`src/rtl/ddr_crc5_engine.sv`:
```
// HDR-DDR CRC-5 (x^5+x^2+1) over strobed data bytes, MSB first; optional compare against the received CRC.
// Latency: byte at T folds by T+DATA_W, valid in T+DATA_W+1; strobes while busy are dropped and flag overrun.
module ddr_crc5_engine #(
   parameter logic [4:0] CRC_SEED = 5'h1F,
   parameter logic [4:0] CRC_POLY = 5'h05,
   parameter int         DATA_W   = 8
) (
   input  logic              i_sys_clk,
   input  logic              i_sys_rst_n,
   input  logic              i_txrx_crc_init,
   input  logic              i_txrx_crc_en,
   input  logic [DATA_W-1:0] i_txrx_parallel_data,
   input  logic              i_txrx_last_byte,
   input  logic              i_rx_crc_check,
   input  logic [4:0]        i_rx_crc_received,
   output logic              o_crc_busy,
   output logic [4:0]        o_crc_value,
   output logic              o_crc_valid,
   output logic              o_crc_match,
   output logic              o_crc_error,
   output logic              o_crc_overrun
);

   localparam int CNT_W = (DATA_W > 1) ? $clog2(DATA_W) : 1;
   localparam logic [CNT_W-1:0] CNT_LAST = CNT_W'(DATA_W - 1);

   typedef enum logic [1:0] {
      S_IDLE  = 2'd0,
      S_SHIFT = 2'd1,
      S_DONE  = 2'd2
   } state_t;

   state_t            r_state;
   logic [4:0]        r_crc;
   logic [DATA_W-1:0] r_shift;
   logic [CNT_W-1:0]  r_cnt;
   logic              r_last;
   logic              r_overrun;

   logic              w_fb;
   logic [4:0]        w_crc_next;

   assign w_fb       = r_crc[4] ^ r_shift[DATA_W-1];
   assign w_crc_next = {r_crc[3:0], 1'b0} ^ (w_fb ? CRC_POLY : 5'h00);

   always_ff @(posedge i_sys_clk or negedge i_sys_rst_n) begin
      if (!i_sys_rst_n) begin
         r_state   <= S_IDLE;
         r_crc     <= CRC_SEED;
         r_shift   <= '0;
         r_cnt     <= '0;
         r_last    <= 1'b0;
         r_overrun <= 1'b0;
      end else if (i_txrx_crc_init) begin
         // Reseed wins, but a same-cycle strobe is still taken against the fresh seed.
         r_crc     <= CRC_SEED;
         r_overrun <= 1'b0;
         if (i_txrx_crc_en) begin
            r_shift <= i_txrx_parallel_data;
            r_last  <= i_txrx_last_byte;
            r_cnt   <= CNT_LAST;
            r_state <= S_SHIFT;
         end else begin
            r_state <= S_IDLE;
         end
      end else begin
         case (r_state)
            S_SHIFT: begin
               r_crc   <= w_crc_next;
               r_shift <= r_shift << 1;
               r_cnt   <= r_cnt - CNT_W'(1);
               if (i_txrx_crc_en) begin
                  r_overrun <= 1'b1;
               end
               if (r_cnt == '0) begin
                  r_state <= r_last ? S_DONE : S_IDLE;
               end
            end
            default: begin
               if (i_txrx_crc_en) begin
                  r_shift <= i_txrx_parallel_data;
                  r_last  <= i_txrx_last_byte;
                  r_cnt   <= CNT_LAST;
                  r_state <= S_SHIFT;
               end else begin
                  r_state <= S_IDLE;
               end
            end
         endcase
      end
   end

   assign o_crc_busy    = (r_state == S_SHIFT);
   assign o_crc_valid   = (r_state == S_DONE);
   assign o_crc_value   = r_crc;
   assign o_crc_overrun = r_overrun;
   // The received CRC is sampled live in the DONE cycle.
   assign o_crc_match   = o_crc_valid & i_rx_crc_check & (r_crc == i_rx_crc_received);
   assign o_crc_error   = o_crc_valid & i_rx_crc_check & (r_crc != i_rx_crc_received);

endmodule

```
`config.mk`:
```
export PLATFORM = sky130hd
export DESIGN_NAME = ddr_crc5_engine
export DESIGN_NICKNAME = d
export VERILOG_FILES = /design/src/rtl/ddr_crc5_engine.sv
export SDC_FILE = /design/constraint.sdc
export NUM_CORES = 1
export LEC_CHECK = 0
export CORE_MARGIN = 3
export CORE_UTILIZATION = 25
export DETAILED_ROUTE_END_ITERATION = 10
export PLACE_DENSITY = 0.53
export SLEW_MARGIN = 20
export SYNTH_ARGS = -nofsm -noshare
export SYNTH_HDL_FRONTEND = slang
export SYNTH_SLANG_ARGS = --single-unit
export TNS_END_PERCENT = 1
```
`constraint.sdc`:
```
create_clock -name i_sys_clk -period 3.8 [get_ports i_sys_clk]
set_input_delay 0.57 -clock i_sys_clk [delete_from_list [all_inputs] [get_ports i_sys_clk]]
set_output_delay 0.57 -clock i_sys_clk [all_outputs]
set_load 0.01 [all_outputs]
```
==> results.cfg <==
[synth]
synthArstFlopShare_pct = 100
ys_ff_latch = 20
netlist_instances = 95
synth_nets = 116
synth_edf_count = 0
yosysWarnings = 0
yosys-top-cells-area = dfrtp_1 36%, dfstp_2 13%, mux2i_1 7.7%
synth.avg_cell_area_um2 = 10.9
ys_seq_area_share_pct = 49.0
ys_types = 28
yosysMostFrequentCell = dfrtp_1
synth_top_area_share_pct = 36.3
ys.flop_type = dfrtp_1
synth.largest_area_cell = dfrtp_1
synth_area_um2 = 1030
synthTopCellsByCount = 15 x dfrtp_1, 14 x nand2_1, 8 x mux2i_1, 8 x o21ai_0, 5 x dfstp_2

[worst_setup_path]
startpoint = i_rx_crc_received[2]
r2r_end = r_cnt[2]$_DFF_PN0_
critPathMaxFanout = 2
worstSetupPathType = in2out
required_ns = 3.23
r2r_slack_ns = 2.27
crit_end = o_crc_match
r2r_cells = 3
r2r-start = r_state[1]$_DFFE_PN0P_
endpoint_kind = primary output
start_kind = input pin
worstPathArrival_ns = 2.16

[sta]
max_freq_mhz = 366
worst_slack_ns = 1.07
finalSetupTns_ns = 0
fin_crit_ns = 2.73
skew_ns = 0.00455
max_slew.worst_pin.slew_ns = 0.892
finalCritPeriodShare_pct = 71.8
rsz0062_at_grt = no
slew_violations = 0
setup_viol = 0
hold_violations = 0
slew_headroom_pct = 40.4

[cts]
cts_made_buffers = 3
holdBufCountCts = 0
clock-sinks = 20
cts_buffer_depth = 2
postCtsSetupBuffers = 0
clock-root-buffer = clkbuf_8
cts_tree = yes
insertion_delay_ns = 0.26
clk_pin_slew_worst_paths_ns = 0.07
htreeDepth = 1
postCtsResizedCells = 0

[place]
post-dp-hpwl_um = 1530
dp.cells = 166
gp_congestion = 0.731
dp_slack_ns = 1.05
placement.io_buffers = 28

[routing]
wl_per_cell_um = 12.1
routed_wl_um = 2060
first_pass_iters = 4
routed_via_density = 4.62
vias = 785
drt_iter0_drc = 20
ant_nets = 0
drcViolationCount = 0

[pwr]
p_leak_uw = 0.000586
power.density_nw_per_um2 = 392
vdd_drop_max_mv = 0.171

[run]
cap_viol_max_count = 0

[cells_and_area]
fin_nets = 144
drive_gt1_share_pct = 14.8
diodes = 0
area_growth_pct = 33.2
instances_no_fill = 170

[global_route]
grt_use_total_pct = 8.78
grt_pass1_wl_um = 3500
grt_pass1_vias = 754
overflow = 0
antenna_found_initial = 0
grt_max_degree = 24

[floorplan]
dieWidth_um = 70.3
rows = 22
core_region_area_um2 = 3830
ios = 29
die_height_um = 70.3
initial_core_util_pct = 27.0
die_area_um2 = 4940

[run_status]
outcome = finished clean

[min_path]
hold_path.class = reg2reg
==> per-stage QoR <==
stage	hold WS (ns)	area, um2	utilization [%]	total power, uW
5_1_grt	0.510	1380	36.0	572
6_report	0.484	1380	36.0	539
3_3_place_gp	0.465	1320	34.5	377
3_5_place_dp	0.471	1320	34.5	383
4_1_cts	0.482	1380	36.0	547
2_1_floorplan	0.274	1030	-	333
==> how the worst min path moves through the flow <==
stage,end,start,depth (start not counted)
2_1_floorplan,o_crc_overrun$_DFFE_PN0P_,i_sys_rst_n,0
3_3_place_gp,r_shift[7]$_DFF_PN0_,r_shift[6]$_DFF_PN0_,2
3_5_place_dp,r_cnt[0]$_DFF_PN0_,r_cnt[0]$_DFF_PN0_,1
4_1_cts,r_cnt[0]$_DFF_PN0_,r_cnt[0]$_DFF_PN0_,1
5_1_grt,r_cnt[0]$_DFF_PN0_,r_cnt[0]$_DFF_PN0_,1
6_report,r_cnt[0]$_DFF_PN0_,r_cnt[0]$_DFF_PN0_,1
==> per-layer routing <==
metal / track usage, % / up-vias / share of wire [%] / wire, um
met5: 0 / - / 0 / 0
met3: 1.87 / 4 / 6.6 / 136
met1: 12.1 / 377 / 46 / 944
li1: - / 377 / - / -
met2: 13.1 / 27 / 46 / 949
met4: 3.83 / 0 / 1.5 / 30
==> power by group <==
part | switching [uW] | internal (uW)
Sequential | 19.9 | 244
Clock | 70.7 | 92.2
Combinational | 51.4 | 61.1
Total | 142 | 397
==> final cells by class <==
cell class / count / area, um2
fillers: 378 / 2450
flip-flops and latches: 20 / 507
multi-input cells: 66 / 459
repair buffers: 28 / 280
well taps: 48 / 60.1
clock buffers: 4 / 55.1
inverters: 4 / 15.0
==> worst max-delay path, cell delays in order <==
cell and delay [ns]:
clkdlybuf4s50_1 0.42, xor2_1 0.15, nor3_1 0.26, and4b_1 0.23, clkdlybuf4s50_1 0.53
==> cell families after synthesis <==
group / synth area share, %
AOI/OAI and AO/OA: 10.8
xor gates and xnor gates: 5.93
adders and majority gates: 2.42
buffers and inverters: 6.54
DFF: 49.0
muxes: 8.84
and+or+nand+nor: 16.5
==> registers in the layout (all words and copies together) (netlist names) <==
name and flops:
o_crc_value 5, o_crc_overrun 1, r_state 2, r_last 1
r_cnt 3, r_shift 8
==> layout by cell type (no fill, tap or decap), drive strengths merged, types with 2 or more instances in the layout <==
master | Yosys | layout
a21oi | 4 | 4
nor2 | 4 | 4
xnor2 | 3 | 3
dfrtp | 15 | 15
clkdlybuf4s50 | 0 | 28
inv | 4 | 4
a31oi | 2 | 2
ha | 2 | 2
nor3 | 3 | 3
xor2 | 4 | 4
o21ai | 9 | 9
nand2 | 14 | 14
dfstp | 5 | 5
nand3b | 3 | 3
clkbuf | 0 | 4
mux2i | 8 | 8
(Power assumes the default switching activity.)
